--- src/rtl/uart_pkg.sv ---
// ---------------------------------------------------------------------------
// uart_pkg
//   Shared definitions for the UART receive path (and its transmit-side
//   siblings): frame geometry, oversampling ratio, receiver FSM state
//   encoding and the clock-divider derivation used by every baud-rate
//   generator in the UART.
//
//   Contents
//     DATA_BITS     data bits per frame (8N1 framing)
//     OVERSAMPLE    line samples per bit; the receiver only supports 16
//     SCNT_MID      oversample index at the middle of a bit
//     SCNT_LAST     oversample index at the end of a bit period
//     rx_state_t    receiver FSM states
//     calc_div()    clocks per oversample tick for a given clock/baud pair
// ---------------------------------------------------------------------------
package uart_pkg;

    localparam int DATA_BITS  = 8;
    localparam int OVERSAMPLE = 16;

    // Mid-bit and end-of-bit positions within one 16x oversampled bit.
    localparam logic [3:0] SCNT_MID  = 4'd7;
    localparam logic [3:0] SCNT_LAST = 4'd15;

    // Index of the final data bit in the 3-bit data-bit counter.
    localparam logic [2:0] BCNT_LAST = 3'(DATA_BITS - 1);

    typedef enum logic [2:0] {
        ST_IDLE  = 3'd0,   // line idle, watching for a falling edge
        ST_START = 3'd1,   // qualifying the start bit at its midpoint
        ST_DATA  = 3'd2,   // shifting in the eight data bits
        ST_STOP  = 3'd3,   // sampling the stop bit
        ST_BRK   = 3'd4    // framing error: wait for the line to go high
    } rx_state_t;

    // Clocks per oversample tick. Integer truncation is intentional so that
    // transmitter and receiver built from the same CLK_HZ/BAUD agree exactly.
    function automatic int calc_div(input int clk_hz, input int baud);
        return clk_hz / (baud * OVERSAMPLE);
    endfunction

endpackage : uart_pkg

--- src/rtl/uart_receiver_if.sv ---
// ---------------------------------------------------------------------------
// uart_receiver_if
//   Bundles the serial line, the consumer handshake and the status flags of
//   the UART receiver.
//
//   Signals
//     Rx         serial input, idles high (driven by the line / master)
//     Rd_en      one-cycle acknowledge from the consumer (master)
//     Rx_data    last good byte received (receiver)
//     Rx_ready   a byte is waiting to be acknowledged (receiver)
//     Rx_busy    receiver FSM is not idle (receiver)
//     Frame_err  sticky framing error (receiver)
//     Overrun    sticky overrun: a byte landed while one was pending (receiver)
//
//   Modports
//     master     the consumer side: drives Rx and Rd_en
//     slave      the receiver side: drives data and status
// ---------------------------------------------------------------------------
interface uart_receiver_if;

    logic       Rx;
    logic       Rd_en;
    logic [7:0] Rx_data;
    logic       Rx_ready;
    logic       Rx_busy;
    logic       Frame_err;
    logic       Overrun;

    modport master (
        output Rx,
        output Rd_en,
        input  Rx_data,
        input  Rx_ready,
        input  Rx_busy,
        input  Frame_err,
        input  Overrun
    );

    modport slave (
        input  Rx,
        input  Rd_en,
        output Rx_data,
        output Rx_ready,
        output Rx_busy,
        output Frame_err,
        output Overrun
    );

endinterface : uart_receiver_if

--- src/rtl/uart_receiver_baud_tick.sv ---
// ---------------------------------------------------------------------------
// rx_baud_tick
//   Oversample tick generator for the UART receiver. Emits a one-cycle pulse
//   every DIV clocks, DIV = CLK_HZ / (BAUD * 16). The counter free-runs from
//   reset and is never re-phased to the incoming frame; the receiver's 16x
//   oversampling absorbs the up-to-one-tick phase uncertainty.
//
//   Ports
//     clk_50m  in   system clock
//     clr      in   synchronous active-high reset
//     tick     out  one-cycle pulse every DIV clocks
// ---------------------------------------------------------------------------
module rx_baud_tick
    import uart_pkg::*;
#(
    parameter int CLK_HZ = 50_000_000,
    parameter int BAUD   = 115200
) (
    input  logic clk_50m,
    input  logic clr,
    output logic tick
);

    localparam int DIV = calc_div(CLK_HZ, BAUD);
    localparam int CW  = (DIV > 1) ? $clog2(DIV) : 1;
    localparam logic [CW-1:0] CNT_LAST = CW'(DIV - 1);

    logic [CW-1:0] cnt;

    always_ff @(posedge clk_50m) begin
        if (clr) begin
            cnt <= '0;
        end else if (cnt == CNT_LAST) begin
            cnt <= '0;
        end else begin
            cnt <= cnt + 1'b1;
        end
    end

    assign tick = (cnt == CNT_LAST);

endmodule : rx_baud_tick

--- src/rtl/uart_receiver.sv ---
// ---------------------------------------------------------------------------
// uart_receiver
//   8N1 UART receive path. The asynchronous Rx line is brought into the
//   clock domain through a two-flop synchroniser, oversampled at 16x, the
//   start bit is qualified at its midpoint and the data bits are sampled at
//   16-tick intervals from there (i.e. at their centres). Bytes arrive
//   LSB first. A completed byte is held on Rx_data with Rx_ready high until
//   the consumer pulses Rd_en.
//
//   Ports
//     clk_50m    in   system clock, all logic on the rising edge
//     clr        in   synchronous active-high reset
//     rx_if      slave modport of uart_receiver_if:
//                  Rx, Rd_en                 in
//                  Rx_data[7:0], Rx_ready,
//                  Rx_busy, Frame_err,
//                  Overrun                   out
//
//   Flag behaviour
//     Rx_ready   set on a good byte, cleared by Rd_en. A good byte in the
//                same cycle as Rd_en keeps it set (the new byte is pending).
//     Overrun    set when a good byte lands while Rx_ready is already set
//                and not being acknowledged in that cycle.
//     Frame_err  set when the stop bit samples low; the byte is discarded
//                and the FSM waits in BRK for the line to return high, so a
//                held-low (break) line is never mistaken for a new start bit.
// ---------------------------------------------------------------------------
module uart_receiver
    import uart_pkg::*;
#(
    parameter int CLK_HZ = 50_000_000,
    parameter int BAUD   = 115200
) (
    input  logic         clk_50m,
    input  logic         clr,
    uart_receiver_if.slave rx_if
);

    logic       tick;
    logic       rx_m;
    logic       rx_s;
    rx_state_t  state;
    logic [3:0] scnt;
    logic [2:0] bcnt;
    logic [7:0] shreg;
    logic [7:0] rx_data;
    logic       rx_ready;
    logic       rx_busy;
    logic       frame_err;
    logic       overrun;
    logic       shift_en;

    rx_baud_tick #(
        .CLK_HZ (CLK_HZ),
        .BAUD   (BAUD)
    ) u_tick (
        .clk_50m (clk_50m),
        .clr     (clr),
        .tick    (tick)
    );

    // Two-flop synchroniser; presets to the idle (high) line level so that
    // coming out of reset never looks like a start bit.
    always_ff @(posedge clk_50m) begin
        if (clr) begin
            rx_m <= 1'b1;
            rx_s <= 1'b1;
        end else begin
            rx_m <= rx_if.Rx;
            rx_s <= rx_m;
        end
    end

    // Data bits are sampled at the end of each 16-tick bit period measured
    // from the start-bit midpoint, which places them at the bit centres.
    assign shift_en = (state == ST_DATA) && tick && (scnt == SCNT_LAST);

    // Shift register carries only data; it is fully refilled before every
    // capture, so it needs no reset.
    always_ff @(posedge clk_50m) begin
        if (shift_en) begin
            shreg <= {rx_s, shreg[7:1]};
        end
    end

    // Receiver FSM with its counters and registered outputs.
    always_ff @(posedge clk_50m) begin
        if (clr) begin
            state     <= ST_IDLE;
            scnt      <= '0;
            bcnt      <= '0;
            rx_data   <= '0;
            rx_ready  <= 1'b0;
            rx_busy   <= 1'b0;
            frame_err <= 1'b0;
            overrun   <= 1'b0;
        end else begin
            // Acknowledge; any event below in the same cycle overrides it.
            if (rx_if.Rd_en) begin
                rx_ready  <= 1'b0;
                overrun   <= 1'b0;
                frame_err <= 1'b0;
            end

            case (state)
                ST_IDLE: begin
                    if (!rx_s) begin
                        state   <= ST_START;
                        scnt    <= '0;
                        rx_busy <= 1'b1;
                    end
                end

                ST_START: begin
                    if (tick) begin
                        if (scnt == SCNT_MID) begin
                            if (!rx_s) begin
                                state <= ST_DATA;
                                scnt  <= '0;
                                bcnt  <= '0;
                            end else begin
                                // Low pulse shorter than half a bit: noise.
                                state   <= ST_IDLE;
                                rx_busy <= 1'b0;
                            end
                        end else begin
                            scnt <= scnt + 4'd1;
                        end
                    end
                end

                ST_DATA: begin
                    if (tick) begin
                        scnt <= scnt + 4'd1;
                        if (scnt == SCNT_LAST) begin
                            bcnt <= bcnt + 3'd1;
                            if (bcnt == BCNT_LAST) begin
                                state <= ST_STOP;
                                scnt  <= '0;
                            end
                        end
                    end
                end

                ST_STOP: begin
                    if (tick) begin
                        scnt <= scnt + 4'd1;
                        if (scnt == SCNT_LAST) begin
                            if (rx_s) begin
                                rx_data  <= shreg;
                                rx_ready <= 1'b1;
                                // An ack coinciding with the new byte consumes
                                // the old one, so no data was lost.
                                if (rx_if.Rd_en) begin
                                    overrun <= 1'b0;
                                end else begin
                                    overrun <= overrun | rx_ready;
                                end
                                state   <= ST_IDLE;
                                rx_busy <= 1'b0;
                            end else begin
                                frame_err <= 1'b1;
                                state     <= ST_BRK;
                            end
                        end
                    end
                end

                ST_BRK: begin
                    if (rx_s) begin
                        state   <= ST_IDLE;
                        rx_busy <= 1'b0;
                    end
                end

                default: begin
                    state   <= ST_IDLE;
                    rx_busy <= 1'b0;
                end
            endcase
        end
    end

    assign rx_if.Rx_data   = rx_data;
    assign rx_if.Rx_ready  = rx_ready;
    assign rx_if.Rx_busy   = rx_busy;
    assign rx_if.Frame_err = frame_err;
    assign rx_if.Overrun   = overrun;

endmodule : uart_receiver

--- src/flat_wrapper.sv ---
// flat-port wrapper written by rule: the top's interface ports become plain ports
module uart_receiver_flat import uart_pkg::*;
#(
    parameter int CLK_HZ = 50_000_000,
    parameter int BAUD   = 115200
)
  (clk_50m, clr, rx_if_Rx, rx_if_Rd_en, rx_if_Rx_data, rx_if_Rx_ready, rx_if_Rx_busy, rx_if_Frame_err, rx_if_Overrun);
  uart_receiver_if rx_if_i ();
  input  logic clk_50m;
  input  logic clr;
  input wire logic [$bits(rx_if_i.Rx)-1:0] rx_if_Rx;
  input wire logic [$bits(rx_if_i.Rd_en)-1:0] rx_if_Rd_en;
  output wire logic [$bits(rx_if_i.Rx_data)-1:0] rx_if_Rx_data;
  output wire logic [$bits(rx_if_i.Rx_ready)-1:0] rx_if_Rx_ready;
  output wire logic [$bits(rx_if_i.Rx_busy)-1:0] rx_if_Rx_busy;
  output wire logic [$bits(rx_if_i.Frame_err)-1:0] rx_if_Frame_err;
  output wire logic [$bits(rx_if_i.Overrun)-1:0] rx_if_Overrun;
  assign rx_if_i.Rx = rx_if_Rx;
  assign rx_if_i.Rd_en = rx_if_Rd_en;
  assign rx_if_Rx_data = rx_if_i.Rx_data;
  assign rx_if_Rx_ready = rx_if_i.Rx_ready;
  assign rx_if_Rx_busy = rx_if_i.Rx_busy;
  assign rx_if_Frame_err = rx_if_i.Frame_err;
  assign rx_if_Overrun = rx_if_i.Overrun;
  uart_receiver #(.CLK_HZ(CLK_HZ), .BAUD(BAUD)) u_core (.clk_50m(clk_50m), .clr(clr), .rx_if(rx_if_i));
endmodule
--- config.mk ---
export PLATFORM = sky130hd
export DESIGN_NAME = uart_receiver_flat
export DESIGN_NICKNAME = d
export VERILOG_FILES = /design/src/rtl/uart_pkg.sv /design/src/rtl/uart_receiver_if.sv /design/src/rtl/uart_receiver_baud_tick.sv /design/src/rtl/uart_receiver.sv /design/src/flat_wrapper.sv
export SDC_FILE = /design/constraint.sdc
export NUM_CORES = 1
export LEC_CHECK = 0
export BUFFER_PORTS_ARGS = -buffer_cell sky130_fd_sc_hd__buf_4
export CAP_MARGIN = 20
export CELL_PAD_IN_SITES_DETAIL_PLACEMENT = 2
export CELL_PAD_IN_SITES_GLOBAL_PLACEMENT = 2
export CORE_UTILIZATION = 30
export DETAILED_ROUTE_END_ITERATION = 10
export PLACE_DENSITY = 0.7
export SLEW_MARGIN = 20
export SYNTH_ARGS = -nofsm -noshare
export SYNTH_HDL_FRONTEND = slang
export SYNTH_HIERARCHICAL = 1
export SYNTH_SLANG_ARGS = --single-unit
export TNS_END_PERCENT = 1
--- constraint.sdc ---
create_clock -name clk_50m -period 3.65 [get_ports clk_50m]
set_input_delay 0.1825 -clock clk_50m [delete_from_list [all_inputs] [get_ports clk_50m]]
set_output_delay 0.1825 -clock clk_50m [all_outputs]
set_load 0.005 [all_outputs]
---- Yosys cells after proc, flatten, opt, wreduce, memory -nomap -nowiden ----
Cells that the tools add are included.
word-level totals
  register bits ........................... 37
  input bits .............................. 4
  word-level logic and storage cells ...... 95
  output and inout bits ................... 12
operators by class
  multiplexer cells ....................... 49
  bitwise operators ....................... 2
  equal/unequal tests ..................... 18
  add/subtract/negate cells ............... 3
  reductions and logical operators ........ 11
operators with widths
  operator                                               number
  two-way mux 3 bit                                      15
  two-way mux 4 bit                                      7
  two-way mux 1 bit                                      22
  one-hot mux 4 bit (4 select lines)                     1
  one-hot mux 3 bit (5 select lines)                     1
  inequality test 2 x 1 -> 1 bit, second input constant  6
  AND reduction 6 bit                                    2
  AND reduction 9 bit                                    1
  inequality test 2 bit, second input constant           4
  AND reduction 4 bit                                    2
  equality test 3 x 2 -> 1 bit, second input constant    2
  equality test 3 bit, second input constant             2
  one-hot mux 3 bit (2 select lines)                     1
  adder 5 x 1 -> 5 bit, second input constant            1
  equality test 5 bit, second input constant             1
  one-hot mux 1 bit (5 select lines)                     1
  adder 4 x 1 -> 4 bit, second input constant            1
  equality test 4 x 3 -> 1 bit, second input constant    1
  equality test 4 bit, second input constant             1
  nonzero test 4 bit                                     1
  adder 3 x 1 -> 3 bit, second input constant            1
  equality test 3 x 1 -> 1 bit, second input constant    1
  logical NOT 3 bit                                      1
  logical AND 1 bit                                      2
  other kinds (5)                                        5

---- Depth between registers and ports, before layout ----
  depth in word-level cells ............... 6
  mapped depth ............................ 9
  depth with buffers taken out ............ 7

---- Hierarchy ----
Netlist, hierarchy kept.
modules (own cells, without submodules)
  module         seq. area each (um2)  cells an instance  instances  area an instance (um2)
  uart_receiver  720.7                 150                1          1461.4
  rx_baud_tick   100.1                 22                 1          259.0

---- Worst setup path after synthesis ----
Ideal clock, no wire load.
  kind .................................... flip-flop to flip-flop
  start ................................... register u_core.u_tick.cnt[0]
  end ..................................... register u_core.shreg[0], enable pin
  slack ................................... 1.690 ns
  arrival time ............................ 1.585 ns
  buffers on the path ..................... 1
  cell stages (with the launch flop) ...... 7
  period minus slack after synthesis ...... 1.960 ns
  setup time .............................. 0.375 ns
  required time ........................... 3.275 ns
  cells stage by stage .................... dfxtp_1 inv_1 ha_1 and4b_1 buf_6 and4_1 nor2b_1
between the ends
  cells in the longest elaborated chain, start to end .. 3
ends and longest elaborated chain
  element                         line                           RTL
  from (decl)                     uart_receiver_baud_tick.sv:28  logic [CW-1:0] cnt;
  from (signal assigned)          uart_receiver_baud_tick.sv:36  cnt <= cnt + 1'b1;
  equality test 5 bit             uart_receiver_baud_tick.sv:40  assign tick = (cnt == CNT_LAST);
  via u_core.tick                 uart_receiver.sv:39            logic tick;
  logical AND 1 bit (2 in a row)  uart_receiver.sv:76            assign shift_en = (state == ST_DATA) && tick && (scnt == SCNT_LAST);
  via u_core.shift_en             uart_receiver.sv:51            logic shift_en;
  to (signal assigned)            uart_receiver.sv:82            shreg <= {rx_s, shreg[7:1]};
  to (decl)                       uart_receiver.sv:45            logic [7:0] shreg;
The timed path passes the listed nets, and every way through them passes these cells.
A chain may end at the register's enable or synchronous reset.

---- Final worst setup path ----
Same ends and word-level chain as after synthesis.

==> metrics.md <==
| Metric | Value |
|---|---|
| Status | `finished clean` |
| Final design instance area without fill | `2010 um^2` |
| Fmax | `404 MHz` |
| H-tree Lvls | `2` |
| Number of sinks handled by clock tree synthesis | `37` |
| Worst relative slew slack | `0.494` |
| Data required time at the worst endpoint | `3.58 ns` |
| Combinational family with the most area after synthesis | `simple AND/OR/NAND/NOR gates` |
| Net switching power | `0.251 mW` |
| Leakage | `0.755 nW` |
| Number of nets in the synthesized netlist | `181` |
| Cell area power density | `499 nW/um^2` |
| Reg clk slew, reported paths | `0.08 ns` |
| Num CTS Buffers | `5` |
| Worst path cell trace | `inv_1 -> ha_1 -> and4b_1 -> and4_1 -> nor2b_1` |
| Chip width | `77.7 um` |
| Combinational fraction of design power | `0.116` |
| Start point of the critical path | `u_core/u_tick/cnt[0]$_SDFF_PP0_` |
| Combined area of all synthesized cells | `1720 um^2` |
| Core box area | `5510 um^2` |
| Kind of start point of the critical path | `flip-flop` |
| Critical path class | `reg2reg` |
| Fillcell total | `589` |
| Synth Register Bits | `37` |
| Slew at the pin with the worst max-slew slack | `0.758 ns` |
| Detailed Routing Iterations Pass 1 | `4` |
| Max-capacitance violation count | `0` |
| Total via count after detailed routing | `1,373` |
| CTS Root Cell | `sky130_fd_sc_hd__clkbuf_8` |
| Number of antenna diodes | `0` |
| Distinct cell type count of the synthesized netlist | `50` |
| Share of synthesized flip-flops with an asynchronous set or reset | `0` |
| Standard-cell row count | `27` |
| CP Buf/Inv Count | `1` |
| Final Skew | `0.00551 ns` |
| DRC marker count from the first detailed-route iteration | `46` |
| Number of enable-type register cells in the synthesized netlist | `8` |
| Longest individual stage delay on the worst path | `0.65 ns` |
| Top post-synthesis cells by area | `sky130_fd_sc_hd__dfxtp_1 (34%), sky130_fd_sc_hd__edfxtp_1 (14%), sky130_fd_sc_hd__a21oi_1 (4.9%), sky130_fd_sc_hd__nand2_1 (3.7%), sky130_fd_sc_hd__ha_1 (3.6%)` |
| Internal power consumption | `0.750 mW` |
| Drt wl/cell | `17.0 um` |
| Total of warnings raised by yosys | `6` |
| Critical register-to-register path startpoint | `u_core/u_tick/cnt[0]$_SDFF_PP0_` |
| Ratio of final minimum period to clock period | `0.678` |
| Final hold violation count | `0` |
| Proportion of layout cells with a drive suffix above 1 | `0.172` |
| # nets final | `194` |
| Setup repair after global routing missed its margin | `no` |
| Fin crit period | `2.48 ns` |
| Sequential fraction of design power | `0.448` |
| Clock latency reported for the late side of the worst-skew pair | `0.29 ns` |
| Final HPWL from detailed placement | `3050 um` |
| Synth Instances | `172` |
| Number of endpoints failing setup at the final stage | `0` |
| Via density per instance | `5.32` |
| All-Layer GR Usage | `0.158` |
| Buffers added on ports | `15` |
| Fin. max-slew vios | `0` |
| Synthesized-area fraction occupied by adder cells | `0.0364` |
| Share of power burned in the clock network | `0.436` |
| Ports | `16` |
| CTS Buffer Depth | `2` |
| Total congestion overflow | `0` |
| Crit path max fanout | `11` |
| Peak supply drop | `163 uV` |
| Kind of cell adding the most delay to the critical path | `simple AND/OR/NAND/NOR gates` |
| Share of synthesized cell area in and, or, nand and nor gates | `0.223` |
| Mean cell area of the mapped netlist | `10.0 um^2` |
| Min-delay src | `rx_if_Rd_en` |
| Clock tree from TritonCTS | `done` |
| Xor-xnor portion of the synthesized cell area | `0.0204` |
| Library cell occupying the most area in the post-synthesis netlist | `sky130_fd_sc_hd__dfxtp_1` |
| Worst hold path class | `in2reg` |
| Number of gates resized after CTS | `0` |
| Crit-path slowest cell | `sky130_fd_sc_hd__nor2b_1` |
| Vert. Die Dim | `77.7 um` |
| Last weighted congestion value of the routability-driven placer | `0.754` |
| Number of global-route vias before repair | `1,453` |
| Wire length of the first global-routing pass | `7350 um` |
| Number of antenna violations at the first check in global routing | `0` |
| Largest net degree at the start of global routing | `31` |
| Sequential area share after synthesis | `0.477` |
| Most instantiated flip-flop cell in the synthesis netlist | `sky130_fd_sc_hd__dfxtp_1` |
| Total negative setup slack | `0 ns` |
| Post-placement cell area | `1870 um^2` |
| Kind of capture point of the worst setup path | `flip-flop` |
| Starting density of the core | `0.312` |
| Total length of routed wires | `4390 um` |
| Portion of synthesized cell area occupied by the leading cell type | `0.337` |
| Fraction of power spent switching nets | `0.251` |
| Compound-Gate Fraction of Synth Area | `0.183` |
| Arrival time at the worst endpoint | `2.40 ns` |
| Overall die area | `6040 um^2` |
| Number of buffers inserted to repair setup after CTS | `0` |
| Residual DRC count | `0` |
| Fraction of synthesized area in multiplexers | `0.0124` |
| Number of buffers inserted by hold repair at cts | `0` |
| Number of nets with antenna violations after routing | `0` |
| Area growth syn-to-layout | `16.6%` |
power by group through the flow:
stage / clock network [mW] / registers, mW / logic (mW)
after floorplan: 0 / 0.445 / 0.0969
after global placement: 0 / 0.457 / 0.109
after detailed placement: 0 / 0.459 / 0.116
after CTS: 0.448 / 0.450 / 0.116
after global routing: 0.461 / 0.452 / 0.128
final: 0.436 / 0.449 / 0.116
registers in the layout (all words and copies together), names as in the netlist, 3 cells and up:
name,flops
u_core/rx_if.Rx_data,8
u_core/state,3
u_core/u_tick/cnt,5
u_core/scnt,4
u_core/bcnt,3
u_core/shreg,8
routing by layer:
metal	global-route usage	vias up	part of all wire	wire length, um
met2	0.289	15	0.54	2360
met5	0	-	0	0
met1	0.176	695	0.43	1880
li1	-	658	-	-
met4	0.0453	0	0.0064	28
met3	0.0447	5	0.028	125
synth_stat cells, drive strengths merged (2+ instances only):
cell	number
inv	7
nor2b	4
dfxtp	29
nor3	6
or3b	2
buf	4
edfxtp	8
o31ai	3
nor2	4
ha	5
nor4	4
a21o	3
o41ai	4
xor2	2
o21bai	3
or2	3
o21ai	3
o311ai	4
nand4	3
nand2	17
clkbuf	5
and4	4
nand2b	5
xnor2	2
a21oi	18
stage by stage:
step	instances	utilization	setup slack [ns]	hold WS, ns	total power [mW]
after floorplan	172	-	1.69	0.259	0.542
after global placement	250	0.339	1.36	0.366	0.566
after detailed placement	250	0.339	1.16	0.375	0.574
after CTS	258	0.364	1.18	0.0546	1.01
after global routing	258	0.364	1.03	0.0632	1.04
final	258	0.364	1.17	0.0599	1.00
final cells by class:
| class | count | area (um^2) | share of cell area |
|---|---|---|---|
| Clock buffer | 5 | 68.8 | 0.0343 |
| Clock inverter | 3 | 68.8 | 0.0343 |
| Inverter | 7 | 26.3 | 0.0131 |
| Multi-Input combinational cell | 119 | 818 | 0.408 |
| Sequential cell | 37 | 821 | 0.409 |
| Tap cell | 72 | 90.1 | 0.0449 |
| Timing Repair Buffer | 15 | 113 | 0.0561 |
logic make-up after synthesis:
kind of cell	count (synthesis)
fa+ha+maj	5
buf+inv	16
flops	37
simple gates	62
mux	2
xor+xnor	4
compound gates	46
placed cells by master, fill, tap and decap left out, drive strengths merged, types with 4 or more instances in the layout:
master / count
o311ai: 4
nand2b: 5
buf: 15
nor3: 6
inv: 8
a21oi: 18
and4: 4
nor4: 4
edfxtp: 8
dfxtp: 29
nand2: 17
nor2: 4
ha: 5
o41ai: 4
nor2b: 4
clkbuf: 5
path summary, 6_finish.rpt:
check	slack, ns	cells after the start	end
min	0.06	2	u_core/rx_if.Overrun$_SDFF_PP0_
max reg2reg	1.17	5	u_core/shreg[0]$_DFFE_PP_
min reg2reg	0.42	1	u_core/rx_s$_SDFF_PP1_
max	1.17	5	u_core/shreg[0]$_DFFE_PP_
No activity file was read; power rests on OpenSTA's default activity.
